**src/rtl/mmu_utlb.sv**
```systemverilog
// mmu_utlb: fully associative micro-TLB with a refill FSM to the main TLB.
//
// Optional feature macro: UTLB_ASID_TAG_EN
//   defined   -> each entry stores an ASID; entries match on VPN and (global or ASID).
//   undefined -> no ASID is stored; entries match on VPN alone, and any asid change
//                between consecutive cycles acts as a flush.
//
// Ports:
//   clk, rst                    clock, asynchronous active-high reset
//   req_valid, req_vaddr, asid  translation request and current ASID
//   flush                       invalidate all entries at the next edge
//   hit, paddr, uncached, dirty combinational lookup result (zero when no hit)
//   stall                       pipeline must hold the request
//   exp_miss, exp_invalid       one-cycle fault pulses (FSM in FAULT)
//   jtlb_req, jtlb_vaddr        refill request to the main TLB
//   jtlb_ack, jtlb_miss, jtlb_valid, jtlb_dirty, jtlb_uncached, jtlb_global, jtlb_pfn
//                               refill response, sampled only when jtlb_ack=1 in REFILL
module mmu_utlb #(
   parameter int unsigned ENTRIES = 4
) (
   input  logic        clk,
   input  logic        rst,
   input  logic        req_valid,
   input  logic [31:0] req_vaddr,
   input  logic [7:0]  asid,
   input  logic        flush,
   output logic        hit,
   output logic [31:0] paddr,
   output logic        uncached,
   output logic        dirty,
   output logic        stall,
   output logic        exp_miss,
   output logic        exp_invalid,
   output logic        jtlb_req,
   output logic [31:0] jtlb_vaddr,
   input  logic        jtlb_ack,
   input  logic        jtlb_miss,
   input  logic        jtlb_valid,
   input  logic        jtlb_dirty,
   input  logic        jtlb_uncached,
   input  logic        jtlb_global,
   input  logic [19:0] jtlb_pfn
);

   localparam int unsigned IW = (ENTRIES > 1) ? $clog2(ENTRIES) : 1;

   typedef enum logic [1:0] {StIdle, StRefill, StFault} state_e;

   state_e               state_q;
   logic [ENTRIES-1:0]   valid_q;
   logic [ENTRIES-1:0]   dirty_q;
   logic [ENTRIES-1:0]   unc_q;
   logic [19:0]          vpn_q [ENTRIES];
   logic [19:0]          pfn_q [ENTRIES];
   logic [IW-1:0]        rr_q;
   logic                 stale_q;

   logic [ENTRIES-1:0]   match;
   logic                 hit_any;
   logic [IW-1:0]        hit_idx;
   logic [IW-1:0]        victim;
   logic                 all_valid;
   logic                 fill;
   logic                 flush_eff;

`ifdef UTLB_ASID_TAG_EN
   logic [ENTRIES-1:0]   glob_q;
   logic [7:0]           asid_q [ENTRIES];

   assign flush_eff = flush;
`else
   logic [7:0]           asid_prev_q;
   logic                 unused_global;

   // Without per-entry ASID tags, a context switch must drop every translation.
   assign flush_eff     = flush | (asid != asid_prev_q);
   assign unused_global = jtlb_global;

   always_ff @(posedge clk or posedge rst) begin
      if (rst) asid_prev_q <= '0;
      else     asid_prev_q <= asid;
   end
`endif

   always_comb begin
      match = '0;
      for (int i = 0; i < int'(ENTRIES); i++) begin
         match[i] = valid_q[i] && (vpn_q[i] == req_vaddr[31:12])
`ifdef UTLB_ASID_TAG_EN
                    && (glob_q[i] || (asid_q[i] == asid))
`endif
                    ;
      end
   end

   // Lowest matching index wins should a global and a private entry both match.
   always_comb begin
      hit_any = 1'b0;
      hit_idx = '0;
      for (int i = int'(ENTRIES) - 1; i >= 0; i--) begin
         if (match[i]) begin
            hit_any = 1'b1;
            hit_idx = IW'(i);
         end
      end
   end

   assign hit      = req_valid & hit_any;
   assign paddr    = hit ? {pfn_q[hit_idx], req_vaddr[11:0]} : 32'h0;
   assign uncached = hit & unc_q[hit_idx];
   assign dirty    = hit & dirty_q[hit_idx];
   assign stall    = (req_valid && !hit && state_q == StIdle) || (state_q == StRefill);

   // Victim: lowest invalid entry, otherwise the round-robin pointer.
   always_comb begin
      victim    = rr_q;
      all_valid = &valid_q;
      for (int i = int'(ENTRIES) - 1; i >= 0; i--) begin
         if (!valid_q[i]) victim = IW'(i);
      end
   end

   assign fill = (state_q == StRefill) && jtlb_ack && !stale_q && !jtlb_miss && jtlb_valid;

   always_ff @(posedge clk or posedge rst) begin
      if (rst) begin
         state_q     <= StIdle;
         valid_q     <= '0;
         rr_q        <= '0;
         stale_q     <= 1'b0;
         jtlb_req    <= 1'b0;
         jtlb_vaddr  <= '0;
         exp_miss    <= 1'b0;
         exp_invalid <= 1'b0;
      end else begin
         exp_miss    <= 1'b0;
         exp_invalid <= 1'b0;
         if (fill) begin
            valid_q[victim] <= 1'b1;
            if (all_valid) rr_q <= (rr_q == IW'(ENTRIES - 1)) ? '0 : rr_q + 1'b1;
         end
         // Later assignment overrides the fill: flush wins.
         if (flush_eff) valid_q <= '0;
         unique case (state_q)
            StIdle: begin
               if (req_valid && !hit) begin
                  jtlb_vaddr <= req_vaddr;
                  jtlb_req   <= 1'b1;
                  stale_q    <= 1'b0;
                  state_q    <= StRefill;
               end
            end
            StRefill: begin
               if (jtlb_ack) begin
                  jtlb_req <= 1'b0;
                  if (stale_q) begin
                     state_q <= StIdle;
                  end else if (jtlb_miss) begin
                     exp_miss <= 1'b1;
                     state_q  <= StFault;
                  end else if (!jtlb_valid) begin
                     exp_invalid <= 1'b1;
                     state_q     <= StFault;
                  end else begin
                     state_q <= StIdle;
                  end
               end else if (flush_eff) begin
                  stale_q <= 1'b1;
               end
            end
            StFault: state_q <= StIdle;
            default: state_q <= StIdle;
         endcase
      end
   end

   // Entry payload needs no reset; it is qualified by valid_q.
   always_ff @(posedge clk) begin
      if (fill) begin
         vpn_q[victim]   <= jtlb_vaddr[31:12];
         pfn_q[victim]   <= jtlb_pfn;
         dirty_q[victim] <= jtlb_dirty;
         unc_q[victim]   <= jtlb_uncached;
`ifdef UTLB_ASID_TAG_EN
         glob_q[victim]  <= jtlb_global;
         asid_q[victim]  <= asid;
`endif
      end
   end

endmodule

```
**config.mk**
```make
export PLATFORM = sky130hd
export DESIGN_NAME = mmu_utlb
export DESIGN_NICKNAME = d
export VERILOG_FILES = /design/src/rtl/mmu_utlb.sv
export SDC_FILE = /design/constraint.sdc
export NUM_CORES = 1
export LEC_CHECK = 0
export ABC_AREA = 1
export CORE_MARGIN = 2
export CORE_UTILIZATION = 30
export CTS_CLUSTER_DIAMETER = 30
export CTS_CLUSTER_SIZE = 8
export DETAILED_ROUTE_END_ITERATION = 10
export PLACE_DENSITY = 0.61
export SLEW_MARGIN = 20
export SYNTH_ARGS = -nofsm -noshare
export SYNTH_HDL_FRONTEND = slang
export SYNTH_SLANG_ARGS = --single-unit
```
**constraint.sdc**
```tcl
create_clock -name clk -period 4.5 [get_ports clk]
set_clock_uncertainty 0.05 [all_clocks]
set_input_delay 1.125 -clock clk [delete_from_list [all_inputs] [get_ports clk]]
set_output_delay 1.125 -clock clk [all_outputs]
set_load 0.03 [all_outputs]
```
==> results of run 1 <==
## timing repair
action	CTS	global route
pin swaps	24	26
resized for setup	78	56
buffers inserted	5	2
gates cloned	5	2
endpoints found under the setup margin	36	35
## stage by stage
stage          utilization, %  TNS, ns  hold slack, ns  instance area [sq um]
2_1_floorplan               -        0           0.440                  10500
3_3_place_gp             38.9   -10.21           0.402                  13400
3_5_place_dp             38.9    -9.77           0.412                  13400
4_1_cts                  45.1        0           0.427                  15600
5_1_grt                  45.5  -0.0515           0.448                  15700
6_report                 45.5        0           0.419                  15700
## synthesized netlist by cell type (2+ instances only)
cell and number:
nand2_1 283, nor3b_1 4, buf_2 25, clkbuf_1 6
xnor2_1 19, nor2_4 2, o21ai_0 22, o21ai_1 2
nor3_1 12, buf_6 5, xor2_1 5, nand2_4 2
nand4_1 55, nor4_1 2, buf_4 3, inv_1 169
inv_2 12, o211ai_1 4, nand3_2 12, nor2_1 99
edfxtp_1 168, or2_2 4, or2_1 4, a21oi_1 17
nand3_1 72, a21oi_2 10, dfrtp_1 52, nand3b_1 23
## logic make-up after synthesis
logic type	synth area share, %
AND/OR/NAND/NOR	25.3
buffers and inverters	8.69
flip-flops	60.3
AO/OA/AOI/OAI	3.52
XOR/XNOR	2.00
multiplexers	0.107
adder cells (fa/ha/maj)	0.119
## state kept, by name (all words and copies together), names as in the netlist, 2 cells and up
| signal | cells |
|---|---|
| vpn_q | 80 |
| asid_prev_q | 8 |
| valid_q | 4 |
| state_q | 2 |
| pfn_q | 80 |
| unc_q | 4 |
| dirty_q | 4 |
| rr_q | 2 |
| jtlb_vaddr | 32 |
## power by group through the flow
stage | sequential, W | combinational, W | clock, W
2_1_floorplan | 0.00290 | 0.000317 | 0
3_3_place_gp | 0.00268 | 0.00116 | 0
3_5_place_dp | 0.00269 | 0.00117 | 0
4_1_cts | 0.00266 | 0.00118 | 0.00379
5_1_grt | 0.00269 | 0.00126 | 0.00389
6_report | 0.00266 | 0.00117 | 0.00373
## final cells by class
cell class,count,area [sq um]
sequential,220,6350
multi-input combinational,664,3620
clock buffer,58,1360
tap,455,569
timing repair buffer,295,2740
clock inverter,33,400
fill,3285,18800
antenna,1,2.50
timing repair inverter,1,7.51
inverter,181,679
## critical path: stages
cell and delay, ns:
dlygate4sd2_1 0.28, buf_6 0.16, xnor2_2 0.15, buf_4 0.16, nand3_1 0.08, nor3_2 0.22
nand3_2 0.15, nand2_4 0.12, buf_12 0.11, o21ai_4 0.08, buf_12 0.15, clkbuf_16 0.15
a21oi_1 0.11, buf_4 0.17
## worst paths after layout
check | startpoint | end | slack, ns | cells after the start
max in group asynchronous | rst | jtlb_vaddr[20] | 2.54 | 3
min in group asynchronous | rst | jtlb_vaddr[5] | 1.03 | 2
worst max-delay path | req_vaddr[16] | paddr[14] | 0.1 | 14
worst min-delay path | jtlb_vaddr[2] | jtlb_vaddr[2] | 0.42 | 2
worst min register to register | jtlb_vaddr[2] | jtlb_vaddr[2] | 0.42 | 2
worst max register to register | vpn_q[3][1] | state_q[0] | 2.01 | 12
## routing by layer
metal	routed length, microns	part of all wire [%]	global-route usage, %
met5	0	0	0
met4	898	2.7	6.39
met3	1930	5.9	3.97
met2	15300	47	29.7
met1	14700	45	23.5
==> metrics.txt, run 1 <==
gr usage total 18.1%; final worst-path cycle share 97.8%; Layout Cells excl Fill 1908; sequential share of power 35.2%; Critical Path AT 3.23 ns; Area Growth Syn to Fin 49.4%; DR WL/cell 17.2 microns; area leader, netlist edfxtp_1; first-pass GRT wire length 49800 microns; Peak VDD IR 0.263 mV; Port Buffer Count 139; main area contributors after synthesis edfxtp_1, dfrtp_1, nand2_1, inv_1, nor2_1; final hold vios 0; WL final 32700 microns; Reg clk slew, reported paths 0.05 ns; Sw Pwr 0.00202 W; post-synth design cell area 0.0105 sq mm; most frequent cells in the layout nand2_1, edfxtp_1, inv_1; drt drc 0; Skew-Pair Late Insertion Delay 0.54 ns; routed vias/inst 4.56; Clk pwr share 49.3%; post-route minimum period 4.40 ns; critical path launch point type input pin; I/O pin total 141; antenna violations before repair 1; total power 0.00756 W; Yosys warnings 0; clock sink count 220; CTS tree yes; aggregate global routing overflow 0; CP max FO 6; die area 0.0366 sq mm; Switching Fraction 26.7%; final setup vio count 0; cts-stage hold buffer count 0; number of synthesized flops with an enable pin 168; Post-Synthesis Cells 1106; Leakage Power 6.95 nW; Core Area 0.0345 sq mm; Nets 1484; Row Count 68; H-tree Lvls 2; Root Driver clkbuf_16; share of layout cells above drive strength 1 27.6%; die height 191 microns; top-area cell type share of the netlist area 47.9%; status complete, no violations; syn avg cell area 9.52 sq um; post-synth cell types 41; Inst Count DP 1803; initial drt markers 446; Mapped Nets 1177; relative slew slack 43.8%; Comb power frac 15.5%; Clock Tree Buf Depth 3; via count 8700; Die W 191 microns; GP Congestion 0.953; largest net degree at the start of global routing 43; Setup WS pre-CTS -0.380 ns; register area share after synthesis 60.3%; Primary FF master, synth edfxtp_1; Final WS setup 0.0985 ns; fmax 227 MHz; TritonCTS buffer count 50; Slew @ Worst Pin 0.842 ns; data required time of the worst path 3.32 ns; most common cell after layout, fill and taps aside nand2_1; vias in the first global route 8856; hpwl dp 21700 microns; DRT Pass-1 Iters 5; number of nets with antenna violations after routing 0; HP Class flop to flop; critical path class input pin to output pin; register bit total from synthesis 220; power per cell area 481 mW/mm^2; CP Capture Type output pin; max-slew violations 0; Int Power 0.00554 W; Synth async-reset ratio 23.6%; max cap viols 0; Starting Density 30.5%
No activity file was read; power rests on OpenSTA's default activity.
==> run 2: changes to the inputs <==
--- a/config.mk
+++ b/config.mk
@@ -6,11 +6,11 @@
 export NUM_CORES = 1
 export LEC_CHECK = 0
 export ABC_AREA = 1
-export CORE_MARGIN = 2
 export CORE_UTILIZATION = 30
 export CTS_CLUSTER_DIAMETER = 30
 export CTS_CLUSTER_SIZE = 8
 export DETAILED_ROUTE_END_ITERATION = 10
+export HOLD_SLACK_MARGIN = 0.15
 export PLACE_DENSITY = 0.61
 export SLEW_MARGIN = 20
 export SYNTH_ARGS = -nofsm -noshare
==> run 2 against run 1 <==
Effect of this change:
- flip-flop and latch count is the same
- non-clock buffer count is the same
- die area shrank 2.1%
- clock power grew 2%
- largest cell class unchanged
==> metrics.txt, run 2 (synthesis results as in run 1) <==
hpwl dp 22300 microns; aggregate global routing overflow 0; Clock Tree Buf Depth 3; Inst Count DP 1804; Leakage Power 6.95 nW; clock sink count 220; Row Count 68; critical path launch point type input pin; antenna violations before repair 2; Root Driver clkbuf_16; final worst-path cycle share 98.0%; final setup vio count 0; DR WL/cell 17.1 microns; max-slew violations 0; critical path class input pin to output pin; cts-stage hold buffer count 0; most common cell after layout, fill and taps aside nand2_1; via count 8747; Die W 189 microns; critical path's largest stage delay 0.28 ns; DRT Pass-1 Iters 5; die area 0.0358 sq mm; Crit path top cell by count buf_4; initial drt markers 706; Nets 1487; first-pass GRT wire length 50100 microns; sequential share of power 34.9%; status complete, no violations; Setup WS pre-CTS -0.375 ns; H-tree Lvls 2; Area Growth Syn to Fin 50.3%; largest registers pfn_q x80, vpn_q x80, jtlb_vaddr x32; worst hold slack 0.417 ns; total power 0.00764 W; Clk pwr share 49.7%; DP Area 0.0134 sq mm; routed vias/inst 4.57; post-route minimum period 4.41 ns; Comb power frac 15.3%; most frequent cells in the layout nand2_1, edfxtp_1, inv_1; final instance area 0.0158 sq mm; share of layout cells above drive strength 1 28.2%; largest net degree at the start of global routing 43; HP Class flop to flop; relative slew slack 50.2%; WL final 32800 microns; Final WS setup 0.0907 ns; Fillers 3246; Critical Path AT 3.23 ns; fmax 227 MHz; vias in the first global route 8991; CP max FO 5; Skew-Pair Late Insertion Delay 0.55 ns; Peak VDD IR 0.300 mV; TritonCTS buffer count 53; max cap viols 0; Core Area 0.0345 sq mm; CTS tree yes; worst-path cell chain dlygate4sd2_1 > buf_6 > xnor2_4 > buf_4 > nand4_1 > nor2_2 > nand3_1 > nand2_2 > o21ai_4 > buf_12 > bufbuf_16 > a21oi_1 > buf_4; number of nets with antenna violations after routing 0; Starting Density 30.5%; CP Capture Type output pin; Switching Fraction 27.4%; Int Power 0.00555 W; Layout Cells excl Fill 1916; Port Buffer Count 139; die height 189 microns; final hold vios 0; GP Congestion 0.956; power per cell area 483 mW/mm^2; slowest cell on the critical path dlygate4sd2_1; data required time of the worst path 3.32 ns; Sw Pwr 0.00209 W; Reg clk slew, reported paths 0.04 ns; I/O pin total 141; gr usage total 18.5%; drt drc 0; Slew @ Worst Pin 0.746 ns
run 2: cell count changes in the layout (fill, tap and decap cells not counted), sizes merged:
cell,delta
clkdlybuf4s15,+6
bufbuf,+1
clkinv,+6
bufinv,-1
dlygate4sd2,-4
inv,+1
buf,+3
clkbuf,-4
run 2: final cells by class:
type                       count  area [sq um]  area share (%)
sequential                   220          6350            40.1
multi-input combinational    664          3660            23.2
timing repair buffer         295          2730            17.2
clock buffer                  60          1390            8.81
inverter                     181           682            4.31
tap                          455           569            3.60
clock inverter                39           429            2.71
timing repair inverter         1          7.51          0.0475
antenna                        1          2.50          0.0158
run 2: repair_timing:
item / CTS / global route
setup endpoints to repair: 36 / 32
endpoints found under the hold margin: 0 / 0
pin swaps: 12 / 39
buffers inserted: 8 / 1
cloned: 3 / 1
resized for setup: 75 / 84
run 2: worst paths after layout:
| path | startpoint | endpoint | slack [ns] | cells after the start |
|---|---|---|---|---|
| hold / removal | jtlb_vaddr[11] | jtlb_vaddr[11] | 0.42 | 2 |
| setup reg to reg | valid_q[0] | state_q[0] | 2.02 | 12 |
| hold reg to reg | jtlb_vaddr[11] | jtlb_vaddr[11] | 0.42 | 2 |
| min in group asynchronous | rst | jtlb_vaddr[9] | 0.98 | 2 |
| max in group asynchronous | rst | jtlb_vaddr[21] | 2.61 | 3 |
| setup / recovery | req_vaddr[16] | paddr[14] | 0.09 | 13 |
run 2: through the flow:
stage	utilization (%)	TNS [ns]
global route	45.8	-0.0260
detailed placement	38.9	-9.36
CTS	45.0	0
finish	45.8	0
global placement	38.9	-9.07
floorplan	-	0
run 2: power by group through the flow:
stage	clock (W)	sequential, W	combinational [W]
2_1_floorplan	0	0.00290	0.000317
3_3_place_gp	0	0.00268	0.00116
3_5_place_dp	0	0.00269	0.00117
4_1_cts	0.00386	0.00267	0.00117
5_1_grt	0.00398	0.00269	0.00126
6_report	0.00380	0.00267	0.00117
run 2: worst max-delay path, delay by kind of cell:
family | cells | cell delay, ns
AOI/OAI and AO/OA | 2 | 0.19
xor gates and xnor gates | 1 | 0.18
buffers and inverters | 6 | 1.16
and+or+nand+nor | 4 | 0.57
run 2: routing by layer:
metal  vias to the layer above  routed length (microns)  global-route usage, %
met3                        52                     1830                   4.04
met5                         -                       12                      0
met4                         2                      811                   6.51
met2                       251                    15700                   31.0
met1                      4170                    14400                   23.4
li1                       4272                        -                      -
